==> config.mk <==
export PLATFORM = sky130hd
export DESIGN_NAME = ldtu_encoder
export DESIGN_NICKNAME = d
export VERILOG_FILES = /design/src/rtl/ldtu_enc_pkg.sv /design/src/rtl/ldtu_enc_wordfmt.sv /design/src/rtl/ldtu_encoder.sv
export SDC_FILE = /design/constraint.sdc
export NUM_CORES = 1
export LEC_CHECK = 0
export ABC_CLOCK_PERIOD_IN_PS = 4000
export CAP_MARGIN = 20
export CORE_AREA = 4 4 99 101
export CTS_BUF_LIST = sky130_fd_sc_hd__clkbuf_8 sky130_fd_sc_hd__clkbuf_16
export DETAILED_ROUTE_END_ITERATION = 10
export DIE_AREA = 0 0 103 105
export GPL_ROUTABILITY_DRIVEN = 0
export PLACE_DENSITY = 0.74
export SYNTH_ARGS = -nofsm -noshare
export SYNTH_HDL_FRONTEND = slang
export SYNTH_SLANG_ARGS = --single-unit
==> constraint.sdc <==
create_clock -name CLK -period 4 [get_ports CLK]
set_clock_uncertainty 0.05 [all_clocks]
set_input_delay 0.8 -clock CLK [delete_from_list [all_inputs] [get_ports CLK]]
set_output_delay 0.8 -clock CLK [all_outputs]
set_load 0.005 [all_outputs]
==> src/rtl/ldtu_enc_pkg.sv <==
// Shared constants and state type for the LiTe-DTU sample encoder.
// Header codes identify the four 32-bit word formats sent to the serializer.
package ldtu_enc_pkg;

  localparam int NB_BASE = 6;
  localparam int N_BASE  = 5;
  localparam int NB_SIG  = 13;

  localparam logic [1:0] HDR_BASE_FULL  = 2'b01;
  localparam logic [3:0] HDR_BASE_PART  = 4'b1110;
  localparam logic [5:0] HDR_SIG_PAIR   = 6'b001010;
  localparam logic [5:0] HDR_SIG_SINGLE = 6'b001011;

  typedef enum logic [1:0] {
    EMPTY    = 2'd0,
    BASE_ACC = 2'd1,
    SIG_ACC  = 2'd2
  } state_t;

endpackage

==> src/rtl/ldtu_enc_wordfmt.sv <==
// Combinational word formatter: builds the outgoing 32-bit word from the
// pending group and, for full groups, the sample that completes it.
module ldtu_enc_wordfmt
  import ldtu_enc_pkg::*;
(
  input  logic [1:0]                     i_state,
  input  logic [2:0]                     i_cnt,
  input  logic [(N_BASE-1)*NB_BASE-1:0]  i_base_acc,
  input  logic [NB_SIG-1:0]              i_sig_acc,
  input  logic [NB_SIG-1:0]              i_sample,
  input  logic                           i_complete,
  output logic [31:0]                    o_word
);

  // Select the word format from the pending class and whether the group is full.
  always_comb begin
    o_word = 32'd0;
    case (i_state)
      BASE_ACC: begin
        if (i_complete) begin
          o_word = {HDR_BASE_FULL, i_sample[NB_BASE-1:0], i_base_acc};
        end else begin
          o_word = {HDR_BASE_PART, {1'b0, i_cnt}, i_base_acc};
        end
      end
      SIG_ACC: begin
        if (i_complete) begin
          o_word = {HDR_SIG_PAIR, i_sample, i_sig_acc};
        end else begin
          o_word = {HDR_SIG_SINGLE, 13'd0, i_sig_acc};
        end
      end
      default: o_word = 32'd0;
    endcase
  end

endmodule

==> src/rtl/ldtu_encoder.sv <==
// LiTe-DTU encoder: groups baseline samples five per word and signal samples
// two per word, flushing partial groups on class change or explicit flush.
module ldtu_encoder
  import ldtu_enc_pkg::*;
(
  input  logic        CLK,
  input  logic        rst,
  input  logic [12:0] DATA_to_enc,
  input  logic        baseline_flag,
  input  logic        in_valid,
  input  logic        flush,
  output logic [31:0] DATA_32,
  output logic        DATA_32_valid,
  output logic [15:0] word_cnt
);

  state_t                        r_state, w_state_nxt;
  logic [2:0]                    r_cnt, w_cnt_nxt;
  logic [(N_BASE-1)*NB_BASE-1:0] r_base_acc, w_base_acc_nxt;
  logic [NB_SIG-1:0]             r_sig_acc, w_sig_acc_nxt;
  logic                          w_emit, w_complete, w_start;
  logic [31:0]                   w_word;

  ldtu_enc_wordfmt u_wordfmt (
    .i_state    (r_state),
    .i_cnt      (r_cnt),
    .i_base_acc (r_base_acc),
    .i_sig_acc  (r_sig_acc),
    .i_sample   (DATA_to_enc),
    .i_complete (w_complete),
    .o_word     (w_word)
  );

  // Next-state logic: decide whether a word leaves and whether the new sample opens a group.
  always_comb begin
    w_state_nxt    = r_state;
    w_cnt_nxt      = r_cnt;
    w_base_acc_nxt = r_base_acc;
    w_sig_acc_nxt  = r_sig_acc;
    w_emit         = 1'b0;
    w_complete     = 1'b0;
    w_start        = 1'b0;
    case (r_state)
      EMPTY: begin
        w_start = in_valid;
      end
      BASE_ACC: begin
        if (flush) begin
          w_emit      = 1'b1;
          w_start     = in_valid;
          w_state_nxt = EMPTY;
        end else if (in_valid && baseline_flag) begin
          if (r_cnt == 3'd4) begin
            w_emit      = 1'b1;
            w_complete  = 1'b1;
            w_state_nxt = EMPTY;
          end else begin
            w_cnt_nxt = r_cnt + 3'd1;
            case (r_cnt)
              3'd1:    w_base_acc_nxt[11:6]  = DATA_to_enc[5:0];
              3'd2:    w_base_acc_nxt[17:12] = DATA_to_enc[5:0];
              3'd3:    w_base_acc_nxt[23:18] = DATA_to_enc[5:0];
              default: w_base_acc_nxt        = r_base_acc;
            endcase
          end
        end else if (in_valid) begin
          w_emit  = 1'b1;
          w_start = 1'b1;
        end else begin
          w_emit = 1'b0;
        end
      end
      SIG_ACC: begin
        if (flush) begin
          w_emit      = 1'b1;
          w_start     = in_valid;
          w_state_nxt = EMPTY;
        end else if (in_valid && !baseline_flag) begin
          w_emit      = 1'b1;
          w_complete  = 1'b1;
          w_state_nxt = EMPTY;
        end else if (in_valid) begin
          w_emit  = 1'b1;
          w_start = 1'b1;
        end else begin
          w_emit = 1'b0;
        end
      end
      default: w_state_nxt = EMPTY;
    endcase

    // A fresh group wipes the baseline accumulator so unused fields read as zero.
    if (w_start && baseline_flag) begin
      w_state_nxt    = BASE_ACC;
      w_cnt_nxt      = 3'd1;
      w_base_acc_nxt = {18'd0, DATA_to_enc[5:0]};
    end else if (w_start) begin
      w_state_nxt   = SIG_ACC;
      w_cnt_nxt     = 3'd0;
      w_sig_acc_nxt = DATA_to_enc;
    end else begin
      w_start = 1'b0;
    end
  end

  // State, accumulators and registered word outputs.
  always_ff @(posedge CLK) begin
    if (rst) begin
      r_state       <= EMPTY;
      r_cnt         <= 3'd0;
      r_base_acc    <= '0;
      r_sig_acc     <= '0;
      DATA_32       <= 32'd0;
      DATA_32_valid <= 1'b0;
      word_cnt      <= 16'd0;
    end else begin
      r_state       <= w_state_nxt;
      r_cnt         <= w_cnt_nxt;
      r_base_acc    <= w_base_acc_nxt;
      r_sig_acc     <= w_sig_acc_nxt;
      DATA_32_valid <= w_emit;
      if (w_emit) begin
        DATA_32  <= w_word;
        word_cnt <= word_cnt + 16'd1;
      end else begin
        DATA_32  <= DATA_32;
        word_cnt <= word_cnt;
      end
    end
  end

endmodule

=== Yosys cells after proc, flatten, opt, wreduce, memory -nomap -nowiden ===
Index checks and enable logic that the tools add are counted.

* Add/subtract/negate cells: 2
* Equal/unequal tests: 16
* Muxes and demuxes: 38
* Bitwise logic cells: 3
* Reduce and logical (&&, ||, !) cells: 17

{| class="wikitable"
|+ Operators by type and width
! kind !! count
|-
| $pmux 32 s2 || 1
|-
| $mux 32 || 1
|-
| $mux 27 || 1
|-
| $mux 6 || 4
|-
| $mux 1 || 21
|-
| $add 16x1->16 const B || 1
|-
| $reduce_and 4->1 || 4
|-
| $ne 5x5->1 const B || 3
|-
| $reduce_and 5->1 || 3
|-
| $mux 2 || 6
|-
| $ne 4x4->1 const B || 3
|-
| $eq 3x2->1 const B || 2
|-
| $ne 3x1->1 const B || 2
|-
| $pmux 2 s3 || 1
|-
| $reduce_bool 3->1 || 2
|-
| $pmux 1 s2 || 2
|-
| $add 3x1->3 const B || 1
|-
| $eq 3x1->1 const B || 1
|-
| $eq 3x3->1 const B || 1
|-
| $logic_and 1x1->1 || 3
|-
| $ne 3x3->1 const B || 1
|-
| $not 1->1 || 3
|-
| $pmux 1 s3 || 1
|-
| $reduce_or 3->1 || 1
|-
| 7 further kinds || 7
|}

* Flip-flop bits (word level): 91
* Input bits: 18
* Output and inout port bits: 49
* Word-level logic and storage cells: 88

=== Longest topological paths before layout ===
Gate-level depths: netlist of the first run.

* Depth in word-level cells: 8
* Gate-level depth with buffers: 9
* Mapped depth without buffers: 6

=== By module ===
Synthesis of the first run repeated with hierarchy kept, for this count alone.

* Cells, all modules: 462
* Area, all modules: 4,196.5 um^2

{| class="wikitable"
|+ Modules (own cells, without submodules)
! module !! times used !! cells each !! area each (um^2) !! sequential area each (um^2)
|-
| ldtu_encoder || 1 || 409 || 3,773.6 || 1,821.7
|-
| ldtu_enc_wordfmt || 1 || 53 || 422.9 || 0.0
|}

=== Worst setup path after synthesis of the first run ===
Ideal clock, no wire load.

* Kind: in2reg
* From: in flush
* To: reg r_sig_acc[0]
* Library setup time: 72 ps
* Arrival time: 2,031 ps
* Required time: 3,878 ps
* Path slack: 1,848 ps
* Cell stages on the path: 5
* Buffers on the path: 2
* Path through: buf_4 nor2b_1 a2111oi_4 buf_6 mux2i_1

* Longest elaborated chain between the ends: 5
* Elaborated cells between the ends (all ways): 6
* Those cells by class: mux: 3; bitwise: 1; reduce/logical: 2

{| class="wikitable"
|+ Ends and longest elaborated chain
! item !! RTL line !! RTL
|-
| from (decl) || ldtu_encoder.sv:11 || <nowiki>input logic flush,</nowiki>
|-
| $mux 1 (on tied branches) || ldtu_encoder.sv:74, ldtu_encoder.sv:48 ||
|-
| $pmux 1 s3 * || ldtu_encoder.sv:43 || <nowiki>case (r_state)</nowiki>
|-
| $logic_and 1x1->1 || ldtu_encoder.sv:93 || <nowiki>if (w_start && baseline_flag) begin</nowiki>
|-
| $not 1->1 (no source line) || - ||
|-
| $reduce_and 2->1 (no source line) * || - ||
|-
| to (signal assigned) || ldtu_encoder.sv:120 || <nowiki>r_sig_acc <= w_sig_acc_nxt;</nowiki>
|-
| to (decl) || ldtu_encoder.sv:20 || <nowiki>logic [NB_SIG-1:0] r_sig_acc, w_sig_acc_nxt;</nowiki>
|}

Every way passes the cells marked *; elsewhere a longest branch is shown, timed or not.
A chain may end at the register's enable or synchronous reset.

=== Final worst setup path of the first run ===
* From: in flush
* To: reg word_cnt[15]

* Longest elaborated chain between the ends: 2
* Elaborated cells between the ends (all ways): 3
* Those cells by class: mux: 3

{| class="wikitable"
|+ Ends and longest elaborated chain
! item !! RTL line !! RTL
|-
| $mux 1 (on tied branches) || ldtu_encoder.sv:74, ldtu_encoder.sv:48 ||
|-
| $pmux 1 s2 * || ldtu_encoder.sv:43 ||
|-
| to (signal assigned) || ldtu_encoder.sv:124 || <nowiki>word_cnt <= word_cnt + 16'd1;</nowiki>
|-
| to (signal assigned) || ldtu_encoder.sv:127 || <nowiki>word_cnt <= word_cnt;</nowiki>
|-
| to (decl) || ldtu_encoder.sv:14 || <nowiki>output logic [15:0] word_cnt</nowiki>
|}

Marks and branches as above.

==> impl_metrics.py, run 1 <==
metrics = {
    "clocking": {
        "cts_resized": 0,
        "cts_sinks": 91,
        "cts_setup_buffers": 0,
        "cts_buffer_depth": 2,
        "hold_buffers": 0,
        "cts_tree": "done",
        "ctsRootBufferMaster": "clkbuf_8",
        "htreeDepth": 3,
        "clk_pin_slew_ns": 0.09,
        "clk_latency_ns": 0.36,
        "cts_made_buffers": 9,
    },
    "drt": {
        "drc_errors": 0,
        "drtAntennaViolNets": 0,
        "drt_iter0_drc": 161,
        "avgRoutedWirePerCell_um": 16.67,
        "vias": 3603,
        "dr.pass1.iters": 4,
        "vias_per_cell": 5.719,
        "drt-total-wl_um": 10500,
    },
    "grt": {
        "grt_pass1_vias": 3476,
        "grt_use_total_pct": 19.89,
        "gr-total-overflow": 0,
        "grt_max_degree": 46,
        "grt_pass1_wl_um": 17180,
        "antenna_found_initial": 0,
    },
    "synth": {
        "synthArstFlopShare_pct": 0,
        "yosys_warnings": 0,
        "synth_area_um2": 4328,
        "syn-num-nets": 493,
        "synth_compound_area_share_pct": 18.18,
        "synth_cell_type_count": 55,
        "ys_seq_area_share_pct": 42.09,
        "synth_mux_area_share_pct": 10.64,
        "ys_seq_elements": 91,
        "synth_top_family_by_area": "simple AND/OR/NAND/NOR gates",
        "synth-edff-count": 0,
        "avgSynthCellArea_um2": 9.307,
        "synth_xor_area_share_pct": 0.6071,
        "synth_ff_type": "dfxtp_1",
        "synth_top_cell_by_area": "dfxtp_1",
        "synthSimpleGateAreaFrac_pct": 20.27,
        "synthTopCellsByArea": "dfxtp_1 (42%), mux2i_1 (11%), nand2b_1 (4.9%)",
        "syn_inst": 465,
        "synthAdderAreaFrac_pct": 2.891,
        "synth_top_area_share_pct": 42.09,
    },
    "power": {
        "switchingPower_uw": 587.4,
        "irDropWorstVdd_v": 0.0002087,
        "p_per_area_nw_per_um2": 396.4,
        "clock_power_share_pct": 34.0,
        "power_uw": 2068,
        "internal-power_uw": 1481,
        "combPwrFrac_pct": 18.3,
        "p_sw_share_pct": 28.40,
        "leakage_uw": 0.001782,
        "p_seq_share_pct": 47.7,
    },
    "timing": {
        "drv_slew": 0,
        "rsz0062_at_grt": "no",
        "post-route-min-period_ns": 2.780,
        "max_freq_mhz": 359.7,
        "fin_crit_sh_pct": 69.50,
        "fin_ws_ns": 1.220,
        "relSlewSlack_pct": 46.66,
        "hold_violations": 0,
        "finalSetupTns_ns": 0,
        "tightest_slew_ns": 0.7988,
        "setup_viol": 0,
    },
    "hold_path": {
        "hp-class": "register to register",
    },
    "critical_path": {
        "cp-start-kind": "primary input",
        "end_kind": "register",
        "arrival_ns": 3.03,
        "cp_max_fo": 19,
        "critPathKind": "primary input to register",
        "crit_required_ns": 4.25,
    },
    "floorplan": {
        "pin_count": 67,
        "fp-row-count": 35,
        "die_x_um": 103,
        "core_um2": 9021,
        "die_area_um2": 10820,
        "start_util_pct": 47.98,
        "die_h_um": 105,
    },
    "run_status": {
        "status": "complete, no violations",
    },
    "flow_run": {
        "maxCapViolCount": 0,
    },
    "layout": {
        "drive_gt1_share_pct": 7.129,
        "fill_cells": 815,
        "fin_nets": 542,
        "num_antenna_cells": 0,
        "area_growth_pct": 20.55,
    },
    "placement": {
        "pre_cts_ws_ns": 0.8541,
        "portBuffers": 66,
        "place_hpwl_um": 7144,
    },
}
[metrics by stage]
stage	cell area [um^2]	util, %	std cells	hold slack (ns)
2_1_floorplan	4328	-	465	0.3862
3_3_place_gp	4994	55.35	614	0.3940
3_5_place_dp	4994	55.35	614	0.4039
4_1_cts	5218	57.84	630	0.4150
5_1_grt	5218	57.84	630	0.4361
6_report	5218	57.84	630	0.4138
[sequential cells by signal (all words and copies together) (netlist names)]
name / count
r_cnt: 3
word_cnt: 16
r_base_acc: 24
r_sig_acc: 13
r_state: 2
DATA_32_valid: 1
DATA_32: 32
[layer usage]
metal,vias up,global-route usage (%),share of wire [%]
met5,-,0,0
met4,0,8.233,2.2
met3,19,3.605,5.1
met2,100,30.38,47
met1,1715,27.33,46
li1,1769,-,-
[cells by family (layout without fill, tap and decap cells)]
kind of cell / after synthesis / count (layout)
compound gates: 106 / 106
xor+xnor: 3 / 3
fa+ha+maj: 10 / 10
buf+inv: 48 / 102
flops: 91 / 91
mux: 46 / 46
simple gates: 161 / 161
[synth_stat cells (all sizes together), types with 4 or more instances]
cell,number
a211oi,16
a21oi,23
a31oi,5
and2,8
and3,5
buf,19
clkbuf,16
dfxtp,91
ha,10
inv,13
mux2i,46
nand2,28
nand2b,34
nand3,17
nand3b,5
nand4,5
nor2,17
nor3,19
o21ai,26
o2bb2ai,7
o31ai,4
or3,10
[path summary, 6_finish.rpt]
check | startpoint | end | slack (ns) | cells after the start
worst max-delay path | flush | word_cnt[15] | 1.22 | 5
worst min-delay path | DATA_32[31] | DATA_32[31] | 0.41 | 2
worst max register to register | r_state[0] | word_cnt[15] | 1.48 | 6
worst min register to register | DATA_32[31] | DATA_32[31] | 0.41 | 2
[power groups by stage]
stage	sequential [uW]	clock [uW]	combinational, uW
floorplan	1000	0	244
detailed placement	1010	0	377
finish	987	703	379
global route	993	756	413
CTS	987	717	380
global placement	1010	0	370
[worst max-delay path: stages]
cell and delay (ns):
clkdlybuf4s50_1 0.98, o21a_4 0.27, o311ai_2 0.28, or4_1 0.55, a21oi_1 0.14
[placed cells by master, fill, tap and decap left out, drive strengths merged, types with 3 or more instances in the layout]
cell	instances
o22ai	3
dfxtp	91
a211oi	16
o221ai	3
nand3	17
or3	10
o311ai	3
clkdlybuf4s50	65
or4	3
buf	8
nand3b	5
and2	8
nand4	5
a31oi	5
inv	17
nand2b	34
xnor2	3
o21ai	26
nand2	28
clkbuf	9
nor2	17
a21oi	23
ha	10
and3	5
o2bb2ai	7
mux2i	46
nor3	19
o31ai	4
[final cells by class]
class,count,area (um^2),area share [%]
multi-input cells,326,2276,43.62
flip-flops and latches,91,1822,34.92
repair buffers,73,708.2,13.57
well taps,111,138.9,2.662
clock buffers,9,123.9,2.374
clock inverters,7,100.1,1.918
inverters,13,48.80,0.9353
Note: power is estimated with default switching activity, not from simulation.
==> run 2, diff against run 1 <==
Settings changed: ABC_CLOCK_PERIOD_IN_PS 4000 to 2600.
Clock period 4 ns to 2.6 ns, I/O delays scaled along.
==> impl_metrics.py, run 2 (synthesized netlist as in run 1, its figures left out) <==
metrics = {
    "hold_path": {
        "hp-class": "register to register",
    },
    "flow_run": {
        "maxCapViolCount": 0,
    },
    "drt": {
        "drt_iter0_drc": 186,
        "drtAntennaViolNets": 0,
        "drc_errors": 0,
        "dr.pass1.iters": 4,
        "vias_per_cell": 5.669,
        "vias": 3645,
        "avgRoutedWirePerCell_um": 16.49,
        "drt-total-wl_um": 10600,
    },
    "timing": {
        "post-route-min-period_ns": 2.243,
        "fin_crit_sh_pct": 86.28,
        "hold_violations": 0,
        "rsz0062_at_grt": "no",
        "drv_slew": 0,
        "relSlewSlack_pct": 39.84,
        "finalSetupTns_ns": 0,
        "max_freq_mhz": 445.8,
        "tightest_slew_ns": 0.8971,
        "setup_viol": 0,
    },
    "critical_path": {
        "cp-start-kind": "register",
        "arrival_ns": 2.43,
        "critical-path-max-stage-delay_ns": 0.39,
        "critPathKind": "register to register",
        "cp_max_fo": 31,
        "slowest_stage": "dfxtp_1",
        "end_kind": "register",
        "crit_path_cell_trace": "inv_1, ha_1, and2_1, buf_4, o31a_1, buf_12, nand3b_1, o221ai_1",
        "crit_required_ns": 2.79,
    },
    "floorplan": {
        "pin_count": 67,
        "fp-row-count": 35,
        "start_util_pct": 47.98,
        "die_area_um2": 10820,
        "core_um2": 9021,
        "die_x_um": 103,
        "die_h_um": 105,
    },
    "layout": {
        "num_antenna_cells": 0,
        "fin_nets": 555,
        "final-seq-area_um2": 1822,
        "top_register": "DATA_32",
        "mostFrequentLayoutCells": "dfxtp_1 (91), clkdlybuf4s50_1 (65), mux2i_1 (46)",
        "area_growth_pct": 23.50,
        "fin_area_um2": 5345,
        "multi_input_area_um2": 2276,
        "reg_top3": "DATA_32: 32 flops, r_base_acc: 24 flops, word_cnt: 16 flops",
        "drive_gt1_share_pct": 9.586,
        "largest_register_ffs": 32,
        "layout_commonest_cell": "dfxtp_1",
        "fill_cells": 779,
    },
    "clocking": {
        "ctsRootBufferMaster": "clkbuf_8",
        "clk_latency_ns": 0.36,
        "cts_made_buffers": 9,
        "cts_sinks": 91,
        "cts_tree": "done",
        "cts_setup_buffers": 0,
        "cts_buffer_depth": 2,
        "htreeDepth": 3,
        "hold_buffers": 0,
        "cts_resized": 0,
        "clk_pin_slew_ns": 0.10,
    },
    "grt": {
        "grt_use_total_pct": 20.10,
        "grt_pass1_wl_um": 17540,
        "grt_max_degree": 50,
        "grt_pass1_vias": 3511,
        "gr-total-overflow": 0,
        "antenna_found_initial": 0,
    },
    "placement": {
        "portBuffers": 66,
        "place_hpwl_um": 7399,
        "placed_area_um2": 5129,
    },
    "power": {
        "leakage_uw": 0.001852,
        "irDropWorstVdd_v": 0.0003930,
        "power_uw": 3156,
        "p_per_area_nw_per_um2": 590.5,
    },
    "run_status": {
        "status": "complete, no violations",
    },
}
-- run 2: changes by cell type in the layout (fill, tap and decap cells not counted) --
cell,change
buf_4,+10
buf_12,+3
clkinv_4,+2
bufinv_16,-1
clkinv_8,+1
clkinvlp_4,-1
inv_1,-1
-- run 2: report_power, final --
group          switching [uW]  internal [uW]
registers                47.3           1470
logic                     331            294
clock network             546            469
-- run 2: per-stage QoR --
step / worst slack (ns) / util (%) / instances / hold slack [ns]
6_report: 0.3566 / 59.25 / 643 / 0.4232
3_3_place_gp: 0.1135 / 56.85 / 627 / 0.3956
5_1_grt: 0.1176 / 59.25 / 643 / 0.4387
2_1_floorplan: 0.6099 / - / 465 / 0.3862
4_1_cts: 0.3715 / 59.25 / 643 / 0.4267
3_5_place_dp: 0.03553 / 56.85 / 627 / 0.4051
-- run 2: cell type report --
type | instances | area share (%)
tap | 111 | 2.598
timing repair buffer | 86 | 15.78
inverter | 13 | 0.9129
sequential | 91 | 34.08
clock buffer | 9 | 2.317
multi-input combinational | 326 | 42.58
clock inverter | 7 | 1.732
-- run 2: metal layers --
metal | track usage [%] | wire (um) | vias up
met4 | 5.643 | 169 | 0
met3 | 4.072 | 498 | 15
met5 | 0 | 0 | -
met2 | 30.20 | 4943 | 93
met1 | 28.99 | 4990 | 1743
li1 | - | - | 1794
-- run 2: worst paths after layout --
path | startpoint | cells past startpoint | slack (ns) | endpoint
min | DATA_32[30] | 2 | 0.42 | DATA_32[30]
max | r_state[0] | 8 | 0.36 | DATA_32[25]
min reg2reg | DATA_32[30] | 2 | 0.42 | DATA_32[30]
max reg2reg | r_state[0] | 8 | 0.36 | DATA_32[25]
-- run 2: worst max-delay path: cells and delay by family, from the launching register on --
family	cells	cell delay, ns
buffers and inverters	3	0.46
AO/OA/AOI/OAI	2	0.45
flip-flops	1	0.39
AND/OR/NAND/NOR	2	0.39
adder cells (fa/ha/maj)	1	0.38
==> run 3, diff against run 2 <==
Settings changed: CORE_AREA 4 4 99 101 to 2 2 97 99, DIE_AREA 0 0 103 105 to 0 0 99 101.
==> impl_metrics.py, run 3 (synthesized netlist as in run 1, its figures left out) <==
metrics = {
    "run_status": {
        "status": "complete, no violations",
    },
    "timing": {
        "drv_slew": 0,
        "relSlewSlack_pct": 42.53,
        "rsz0062_at_grt": "no",
        "post-route-min-period_ns": 2.350,
        "hold_ws_ns": 0.4145,
        "tightest_slew_ns": 0.8570,
        "fin_crit_sh_pct": 90.38,
        "finalSetupTns_ns": 0,
        "setup_viol": 0,
        "max_freq_mhz": 425.6,
        "hold_violations": 0,
    },
    "grt": {
        "grt_pass1_wl_um": 17770,
        "grt_pass1_vias": 3631,
        "grt_max_degree": 40,
        "gr-total-overflow": 0,
        "grt_use_total_pct": 22.05,
        "met3_usage_pct": 3.606,
        "grt_use_met2_pct": 36.59,
        "use_met1_pct": 28.93,
        "top_usage_layer": "met2",
        "antenna_found_initial": 0,
    },
    "placement": {
        "placed_area_um2": 5131,
        "place_hpwl_um": 7555,
        "portBuffers": 66,
        "dp.cells": 629,
    },
    "layout": {
        "utilization_pct": 59.29,
        "layout_commonest_cell": "dfxtp_1",
        "num_antenna_cells": 0,
        "drive_gt1_share_pct": 9.925,
        "top_register": "DATA_32",
        "mostFrequentLayoutCells": "dfxtp_1 (91), clkdlybuf4s50_1 (65), mux2i_1 (46)",
        "reg_top3": "DATA_32: 32 flops, r_base_acc: 24 flops, word_cnt: 16 flops",
        "fin_area_um2": 5323,
        "fin_cells": 645,
        "fin_nets": 557,
        "largest_register_ffs": 32,
        "area_growth_pct": 22.98,
    },
    "clocking": {
        "cts_tree": "done",
        "htreeDepth": 3,
        "clk_latency_ns": 0.38,
        "cts_setup_buffers": 0,
        "ctsRootBufferMaster": "clkbuf_8",
        "cts_made_buffers": 9,
        "cts_sinks": 91,
        "hold_buffers": 0,
        "clk_pin_slew_ns": 0.10,
        "cts_buffer_depth": 2,
        "cts_resized": 0,
    },
    "power": {
        "clock_power_share_pct": 30.6,
        "irDropWorstVdd_v": 0.0003335,
        "leakage_uw": 0.001843,
        "internal-power_uw": 2136,
        "switchingPower_uw": 952.3,
        "p_per_area_nw_per_um2": 580.2,
        "combPwrFrac_pct": 20.2,
        "p_sw_share_pct": 30.84,
        "p_seq_share_pct": 49.3,
    },
    "critical_path": {
        "r2r_setup_slack_ns": 0.25,
        "critPathLaunch": "r_state[0]",
        "cp-start-kind": "register",
        "critPathKind": "register to register",
        "cp_max_fo": 10,
        "ff2ff_path_depth": 7,
        "r2r-start": "r_state[0]",
        "end_kind": "register",
        "r2r-end": "DATA_32[4]",
        "arrival_ns": 2.58,
        "crit_required_ns": 2.83,
    },
    "hold_path": {
        "whs_path_depth": 2,
        "hold_path_end": "DATA_32[3]",
        "hp-start": "r_base_acc[3]",
        "hp-class": "register to register",
    },
    "floorplan": {
        "fp-row-count": 35,
        "die_area_um2": 9999,
        "die_x_um": 99,
        "pin_count": 67,
        "die_h_um": 101,
        "core_um2": 8977,
        "start_util_pct": 48.21,
    },
    "drt": {
        "vias": 3670,
        "drtAntennaViolNets": 0,
        "avgRoutedWirePerCell_um": 16.49,
        "drc_errors": 0,
        "dr.pass1.iters": 4,
        "drt-total-wl_um": 10630,
        "vias_per_cell": 5.690,
        "drt_iter0_drc": 182,
    },
    "flow_run": {
        "maxCapViolCount": 0,
    },
}
==> run 3: critical path, stage by stage (launching register included) <==
cell and delay, ns:
dfxtp_1 0.41, inv_1 0.09, ha_1 0.40, and2_1 0.30
o31a_1 0.47, buf_4 0.28, nor2_1 0.05, a211oi_1 0.22
==> run 3: worst max-delay path by stage <==
stage | to
finish | DATA_32[4]
global route | DATA_32[5]
CTS | DATA_32[4]
detailed placement | r_base_acc[8]
global placement | r_base_acc[8]
floorplan | DATA_32[24]
==> run 3: metrics by stage <==
stage | power [uW] | worst slack, ns
finish | 3088 | 0.2502
global route | 3229 | 0.09198
CTS | 3103 | 0.2614
detailed placement | 2171 | 0.05246
global placement | 2156 | 0.1447
floorplan | 1918 | 0.6099
==> run 3: power groups by stage <==
stage / Sequential [uW] / Combinational, uW / Clock, uW
finish: 1520 / 622 / 945
global placement: 1550 / 607 / 0
global route: 1530 / 684 / 1020
floorplan: 1540 / 375 / 0
detailed placement: 1550 / 621 / 0
CTS: 1520 / 624 / 959
==> run 3: per-layer routing <==
metal  up-vias  routed length [um]
met2       110                5095
met5         -                   0
met4         0                 154
li1       1797                   -
met1      1750                4860
met3        13                 522
==> run 3: cell type report <==
type / count / area, um^2
inverters: 13 / 48.80
clock inverters: 7 / 67.56
fillers: 778 / 3655
multi-input cells: 326 / 2276
flip-flops and latches: 91 / 1822
well taps: 111 / 138.9
clock buffers: 9 / 123.9
repair buffers: 88 / 845.8
